<file path="config.mk">
export PLATFORM = sky130hd
export DESIGN_NAME = ps2_direction_rx
export DESIGN_NICKNAME = d
export VERILOG_FILES = /design/src/rtl/ps2_direction_rx.sv
export SDC_FILE = /design/constraint.sdc
export NUM_CORES = 1
export LEC_CHECK = 0
export CAP_MARGIN = 20
export CORE_MARGIN = 4
export CORE_UTILIZATION = 35
export CTS_CLUSTER_DIAMETER = 40
export CTS_CLUSTER_SIZE = 25
export DETAILED_ROUTE_END_ITERATION = 12
export DONT_BUFFER_PORTS = 1
export PLACE_DENSITY = 0.56
export SLEW_MARGIN = 20
export SYNTH_ARGS = -nofsm -noshare
export SYNTH_HDL_FRONTEND = slang
export SYNTH_SLANG_ARGS = --single-unit
export TNS_END_PERCENT = 1
</file>
<file path="constraint.sdc">
create_clock -name clk -period 3.2 [get_ports clk]
set_input_delay 0.32 -clock clk [delete_from_list [all_inputs] [get_ports clk]]
set_output_delay 0.32 -clock clk [all_outputs]
set_load 0.01 [all_outputs]
</file>
<file path="src/rtl/ps2_direction_rx.sv">
// PS/2 keyboard receiver that turns arrow/WASD-style make codes into a one-hot
// steering command and a one-cycle restart pulse on the space bar.
module ps2_direction_rx #(
    parameter int TIMEOUT_CYCLES = 50000
) (
    input  logic       clk,
    input  logic       rst,
    input  logic       KB_clk,
    input  logic       data,
    output logic [4:0] direction,
    output logic       restart,
    output logic [7:0] rx_byte,
    output logic       byte_valid,
    output logic       frame_err
);

    typedef enum logic [1:0] {
        IDLE   = 2'd0,
        DATA   = 2'd1,
        PARITY = 2'd2,
        STOP   = 2'd3
    } state_t;

    // The timeout fires on the edge where the idle counter would step onto the limit.
    localparam logic [15:0] TIMEOUT_LAST = 16'(TIMEOUT_CYCLES - 1);

    localparam logic [4:0] DIR_UP    = 5'b00010;
    localparam logic [4:0] DIR_LEFT  = 5'b00100;
    localparam logic [4:0] DIR_DOWN  = 5'b01000;
    localparam logic [4:0] DIR_RIGHT = 5'b10000;

    logic        kb_clk_s1, kb_clk_s2, kb_clk_prev;
    logic        data_s1, data_s2;
    logic        fall;
    state_t      state_q, state_d;
    logic [2:0]  bit_cnt;
    logic [7:0]  shift_q;
    logic        parity_q;
    logic        parity_good;
    logic [15:0] idle_cnt;
    logic        timeout_hit;
    logic        frame_ok, frame_bad;
    logic        ext_flag, brk_flag;
    logic [4:0]  req_dir, opp_dir;
    logic        is_space;

    always_ff @(posedge clk or posedge rst) begin
        if (rst) begin
            kb_clk_s1   <= 1'b1;
            kb_clk_s2   <= 1'b1;
            kb_clk_prev <= 1'b1;
            data_s1     <= 1'b0;
            data_s2     <= 1'b0;
        end else begin
            kb_clk_s1   <= KB_clk;
            kb_clk_s2   <= kb_clk_s1;
            kb_clk_prev <= kb_clk_s2;
            data_s1     <= data;
            data_s2     <= data_s1;
        end
    end

    assign fall        = kb_clk_prev & ~kb_clk_s2;
    assign parity_good = ^{shift_q, parity_q};
    assign timeout_hit = (state_q != IDLE) && !fall && (idle_cnt == TIMEOUT_LAST);

    always_comb begin
        state_d   = state_q;
        frame_ok  = 1'b0;
        frame_bad = 1'b0;
        if (timeout_hit) begin
            state_d = IDLE;
        end else if (fall) begin
            case (state_q)
                IDLE:    if (!data_s2) state_d = DATA;
                DATA:    if (bit_cnt == 3'd7) state_d = PARITY;
                PARITY:  state_d = STOP;
                STOP: begin
                    state_d = IDLE;
                    if (data_s2 && parity_good) frame_ok  = 1'b1;
                    else                        frame_bad = 1'b1;
                end
                default: state_d = IDLE;
            endcase
        end
    end

    always_ff @(posedge clk or posedge rst) begin
        if (rst) begin
            state_q    <= IDLE;
            bit_cnt    <= 3'd0;
            shift_q    <= 8'h00;
            parity_q   <= 1'b0;
            idle_cnt   <= 16'd0;
            rx_byte    <= 8'h00;
            byte_valid <= 1'b0;
            frame_err  <= 1'b0;
        end else begin
            state_q    <= state_d;
            byte_valid <= frame_ok;
            frame_err  <= frame_bad | timeout_hit;
            if (frame_ok) rx_byte <= shift_q;
            if (state_q == IDLE || fall || timeout_hit) idle_cnt <= 16'd0;
            else                                         idle_cnt <= idle_cnt + 16'd1;
            if (fall && !timeout_hit) begin
                case (state_q)
                    IDLE: bit_cnt <= 3'd0;
                    DATA: begin
                        shift_q <= {data_s2, shift_q[7:1]};
                        bit_cnt <= bit_cnt + 3'd1;
                    end
                    PARITY:  parity_q <= data_s2;
                    default: ;
                endcase
            end
        end
    end

    always_comb begin
        req_dir  = 5'b00000;
        is_space = 1'b0;
        case ({ext_flag, rx_byte})
            9'h01D:  req_dir  = DIR_UP;
            9'h01C:  req_dir  = DIR_LEFT;
            9'h01B:  req_dir  = DIR_DOWN;
            9'h023:  req_dir  = DIR_RIGHT;
            9'h029:  is_space = 1'b1;
            9'h175:  req_dir  = DIR_UP;
            9'h16B:  req_dir  = DIR_LEFT;
            9'h172:  req_dir  = DIR_DOWN;
            9'h174:  req_dir  = DIR_RIGHT;
            default: req_dir  = 5'b00000;
        endcase
        // Swap up<->down and left<->right to get the forbidden reversal.
        opp_dir = {req_dir[2], req_dir[1], req_dir[4], req_dir[3], 1'b0};
    end

    always_ff @(posedge clk or posedge rst) begin
        if (rst) begin
            direction <= DIR_RIGHT;
            restart   <= 1'b0;
            ext_flag  <= 1'b0;
            brk_flag  <= 1'b0;
        end else begin
            restart <= 1'b0;
            if (frame_err) begin
                ext_flag <= 1'b0;
                brk_flag <= 1'b0;
            end else if (byte_valid) begin
                if (rx_byte == 8'hE0) begin
                    ext_flag <= 1'b1;
                end else if (rx_byte == 8'hF0) begin
                    brk_flag <= 1'b1;
                end else if (brk_flag) begin
                    ext_flag <= 1'b0;
                    brk_flag <= 1'b0;
                end else begin
                    ext_flag <= 1'b0;
                    restart  <= is_space;
                    if (req_dir != 5'b00000 && direction != opp_dir) direction <= req_dir;
                end
            end
        end
    end

endmodule
</file>
Word-level counts from Yosys, hierarchy flattened:

Cells that the tools add are included.

* bitwise operators: 7
* equality and inequality tests: 21
* mux-type cells: 30
* reductions and logical operators: 27
* add/sub/neg operators: 2

Operators by type and width (count)
* 9-bit == test (second input constant): 4
* 9-bit by 5-bit == test with 1-bit output (second input constant): 3
* 1-bit two-way mux: 22
* 5-bit case mux with 4 select lines: 1
* 9-bit by 6-bit == test with 1-bit output (second input constant): 2
* 16-bit by 1-bit adder with 16-bit output (second input constant): 1
* 16-bit == test (second input constant): 1
* 8-bit == test (second input constant): 2
* 16-bit two-way mux: 1
* 2-bit AND reduction: 5
* 3-bit != test (second input constant): 3
* 9-bit XOR reduction: 1
* 2-bit two-way mux: 4
* 2-bit case mux with 4 select lines: 1
* 2-bit nonzero test: 4
* 2-bit OR reduction: 4
* 3-bit case mux with 2 select lines: 1
* 6-bit AND reduction: 1
* 1-bit logical AND: 5
* 5-bit != test: 1
* 1-bit inverter: 5
* 5-bit nonzero test: 1
* 2-bit == test (second input constant): 2
* 3-bit by 1-bit adder with 3-bit output (second input constant): 1
* 9 further kinds: 11

* register bits: 53
* logic and storage cells: 104
* output and inout bits: 16

Depth between registers and ports, before layout:

* word-level depth: 8
* gate-level depth with buffers: 7

Worst setup path after synthesis:

No wires, ideal clock.

* path kind: reg2reg
* from: register rx_byte[5]
* to: register direction[2]
* path buffers: 0
* stages on the path, launching flop included: 7
* clock period less this slack: 2.772 ns
* slack: 0.428 ns
* arrival time: 2.645 ns
* cells stage by stage: dfrtp_1 or4b_4 or4_4 nand3_1 or4b_4 o311ai_4 mux2_1

* cells in the longest elaborated chain, start to end: 6
* elaborated cells between the ends (all ways): 21
* classes of those cells: 11 x eq/ne; 1 x mux; 2 x bitwise; 7 x reduce/logical

Ends and longest elaborated chain
* start: declaration: RTL line 12 `output logic [7:0] rx_byte,`
* start signal: assignment: RTL line 102 `if (frame_ok) rx_byte <= shift_q;`
* 9-bit == test, or another cell as far along: RTL line 122 `case ({ext_flag, rx_byte})`
* 2-bit OR reduction (no line)
* 5-bit case mux with 4 select lines: RTL line 122
* 5-bit != test or 5-bit nonzero test (tied branches): RTL line 160 `if (req_dir != 5'b00000 && direction != opp_dir) direction <= req_dir;`
* 1-bit logical AND: RTL line 160
* 6-bit AND reduction (no line)
* end signal: assignment: RTL line 160
* end: declaration: RTL line 10 `output logic [4:0] direction,`

Parallel ways exist; a longest one is shown, timed or not.
A chain may end at the register's enable or synchronous reset.

Worst setup path in the final report:

* from: register rx_byte[6]
* to: register direction[2]

Same word-level chain as after synthesis.

==> results.sh <==
export IMPL_status="complete, but fails checks"
export IMPL_violations="negative hold slack"
export IMPL_worst_hold_slack_ps=-8.236
export IMPL_synth_top_flop_cell="dfrtp_1"
export IMPL_numCtsBuffers=5
export IMPL_setup_viol=0
export IMPL_hold_buffers=1
export IMPL_grt_usage_pct=11.54
export IMPL_synth_async_reset_ratio_pct=100.0
export IMPL_cap_violations=0
export IMPL_routed_wl_um=4561
export IMPL_grt_max_degree=33
export IMPL_grt_pass1_vias=1631
export IMPL_postSynthCellCount=217
export IMPL_start_util_pct=36.49
export IMPL_drc_errors=0
export IMPL_hpwlAfterDp_um=3244
export IMPL_ios=20
export IMPL_postCtsSetupRepairBufs=0
export IMPL_cts_htree_levels=2
export IMPL_die_x_um=92.85
export IMPL_worstSetupStartpointType="flop"
export IMPL_clock_sinks=52
export IMPL_clk_root_buffer_cell="clkbuf_8"
export IMPL_layout_drive_gt1_share_pct=20.09
export IMPL_dp_cells=316
export IMPL_dieArea_um2=8621
export IMPL_wl_per_cell_um=14.03
export IMPL_syn_cell_area_um2=2520
export IMPL_first_pass_iters=4
export IMPL_cts_tree="yes"
export IMPL_vdd_drop_max_uv=311.8
export IMPL_fmax_ghz=0.3446
export IMPL_port_buffer_count=0
export IMPL_hold_class="in2async"
export IMPL_grt_pass1_wl_um=7921
export IMPL_layout_commonest_cell="dfrtp_1"
export IMPL_power_uw=1720
export IMPL_antenna_found_initial=0
export IMPL_seq_area_frac_synth_pct=51.84
export IMPL_avgSynthCellArea_um2=11.61
export IMPL_fp_coreArea_um2=6907
export IMPL_die_h_um=92.85
export IMPL_yosys_cell_types_count=50
export IMPL_nets=239
export IMPL_via_count=1618
export IMPL_slew_headroom_pct=50.70
export IMPL_synth_fp_nets=228
export IMPL_placementRows=30
export IMPL_worstPathArrival_ps=3090
export IMPL_grt_ovfl_total=0
export IMPL_crit_required_ps=3390
export IMPL_seq_area_um2=1306
export IMPL_insertion_delay_ps=300
export IMPL_rsz0062_at_grt="no"
export IMPL_diodes=0
export IMPL_power_density_nw_per_um2=620.9
export IMPL_worst_pin_slew_ps=733.8
export IMPL_cts_buffer_depth=2
export IMPL_drt_vias_per_instance=4.978
export IMPL_end_kind="flop"
export IMPL_gp_congestion=0.8061
export IMPL_final_max_slew_viol_count=0
export IMPL_drtIter0Drc=79
export IMPL_power_leakage_uw=0.001249
export IMPL_clkTransAtPathRegs_ps=90
export IMPL_fillers=690
export IMPL_hold_viol=4
export IMPL_setup_tns_final_ps=0
export IMPL_yosys_register_bits=52
export IMPL_critPathKind="reg2reg"
export IMPL_fin_cells=325
export IMPL_yosys_warnings=0
export IMPL_final_cell_mix="dfrtp_1, nor2_1, mux2_2, nand2_1, xor2_1"
export IMPL_worstPathMaxFanout=7
export IMPL_finalCriticalPeriod_ps=2902
export IMPL_multi_input_area_um2=1165
export IMPL_finalCritPeriodShare_pct=90.68
export IMPL_finalClockSkew_ps=10.48
export IMPL_ant_nets=0
export IMPL_synth_edff_count=0
export IMPL_area_growth_pct=9.931
export IMPL_post_cts_resize_count=0
## state kept, by name, summed over array words and instances, names as in the netlist, 2 cells and up
name,flops
bit_cnt,3
direction,4
idle_cnt,16
rx_byte,8
shift_q,8
state_q,2
## Yosys cell counts (2+ instances only)
cell / instances / area (um^2)
nand3_1: 9 / 45.04
dfrtp_1: 48 / 1201
clkbuf_1: 2 / 7.510
a32o_1: 5 / 50.05
nand2_1: 16 / 60.06
a21boi_0: 2 / 15.01
nor2_1: 20 / 75.07
xnor2_1: 9 / 78.83
or4b_4: 2 / 27.53
a21oi_1: 5 / 25.02
ha_1: 7 / 87.58
or3_1: 2 / 12.51
mux2_2: 17 / 191.4
or3b_2: 2 / 17.52
nand4_1: 4 / 25.02
and3_1: 3 / 18.77
nor3_1: 4 / 20.02
inv_1: 9 / 33.78
o21ai_0: 6 / 30.03
dfstp_2: 4 / 105.1
and4_1: 2 / 17.52
xor2_1: 11 / 96.34
## layout make-up
| type | instances | share of cell area [%] |
|---|---|---|
| Inverter | 9 | 1.220 |
| Multi-Input combinational cell | 153 | 42.05 |
| Sequential cell | 52 | 47.15 |
| Timing Repair Buffer | 7 | 1.987 |
| Clock buffer | 8 | 3.252 |
| Tap cell | 96 | 4.336 |
## cells by family (layout without fill, tap and decap cells)
kind of cell / count (synthesis) / after routing / share of synthesized area, %
compound gates: 25 / 25 / 7.895
mux: 18 / 18 / 8.044
fa+ha+maj: 7 / 7 / 3.476
xor+xnor: 21 / 21 / 7.845
simple gates: 81 / 81 / 18.82
other cells: 1 / 1 / 0.1488
buf+inv: 12 / 24 / 1.937
flops: 52 / 52 / 51.84
## metal layers
metal	share of wire, %	vias up	track usage, %
li1	-	791	-
met1	49	796	15.39
met2	44	25	17.70
met3	5.4	6	3.818
met4	1.3	0	3.663
met5	0	-	0
## metrics by stage
| step | area [um^2] | util, % | setup WS [ps] |
|---|---|---|---|
| finish | 2770 | 40.11 | 298.2 |
| global route | 2770 | 40.11 | 209.8 |
| CTS | 2770 | 40.11 | 295.6 |
| detailed placement | 2670 | 38.66 | 304.7 |
| global placement | 2670 | 38.66 | 357.3 |
| floorplan | 2520 | - | 427.8 |
## worst max-delay path, stage by stage (launching register included)
cell,delay [ps]
dfrtp_1,490
or4b_4,560
or4_4,510
nand3_1,100
or4b_4,490
o311ai_4,300
mux2_1,360
## report_power, final
part / internal (uW) / leakage [uW] / switching (uW)
Sequential: 761 / 0.000692 / 110
Clock: 177 / 0.0000455 / 210
Combinational: 243 / 0.000512 / 218
## final timing paths
path                           endpoint  cells past startpoint       start  slack, ps
setup / recovery           direction[2]                      6  rx_byte[6]        300
max in group asynchronous     kb_clk_s2                      2         rst       2410
min in group clk                data_s1                      0        data         40
setup reg to reg           direction[2]                      6  rx_byte[6]        300
hold / removal             direction[3]                      1         rst         -8
hold reg to reg                 data_s2                      0     data_s1        350
(Power assumes the default switching activity.)
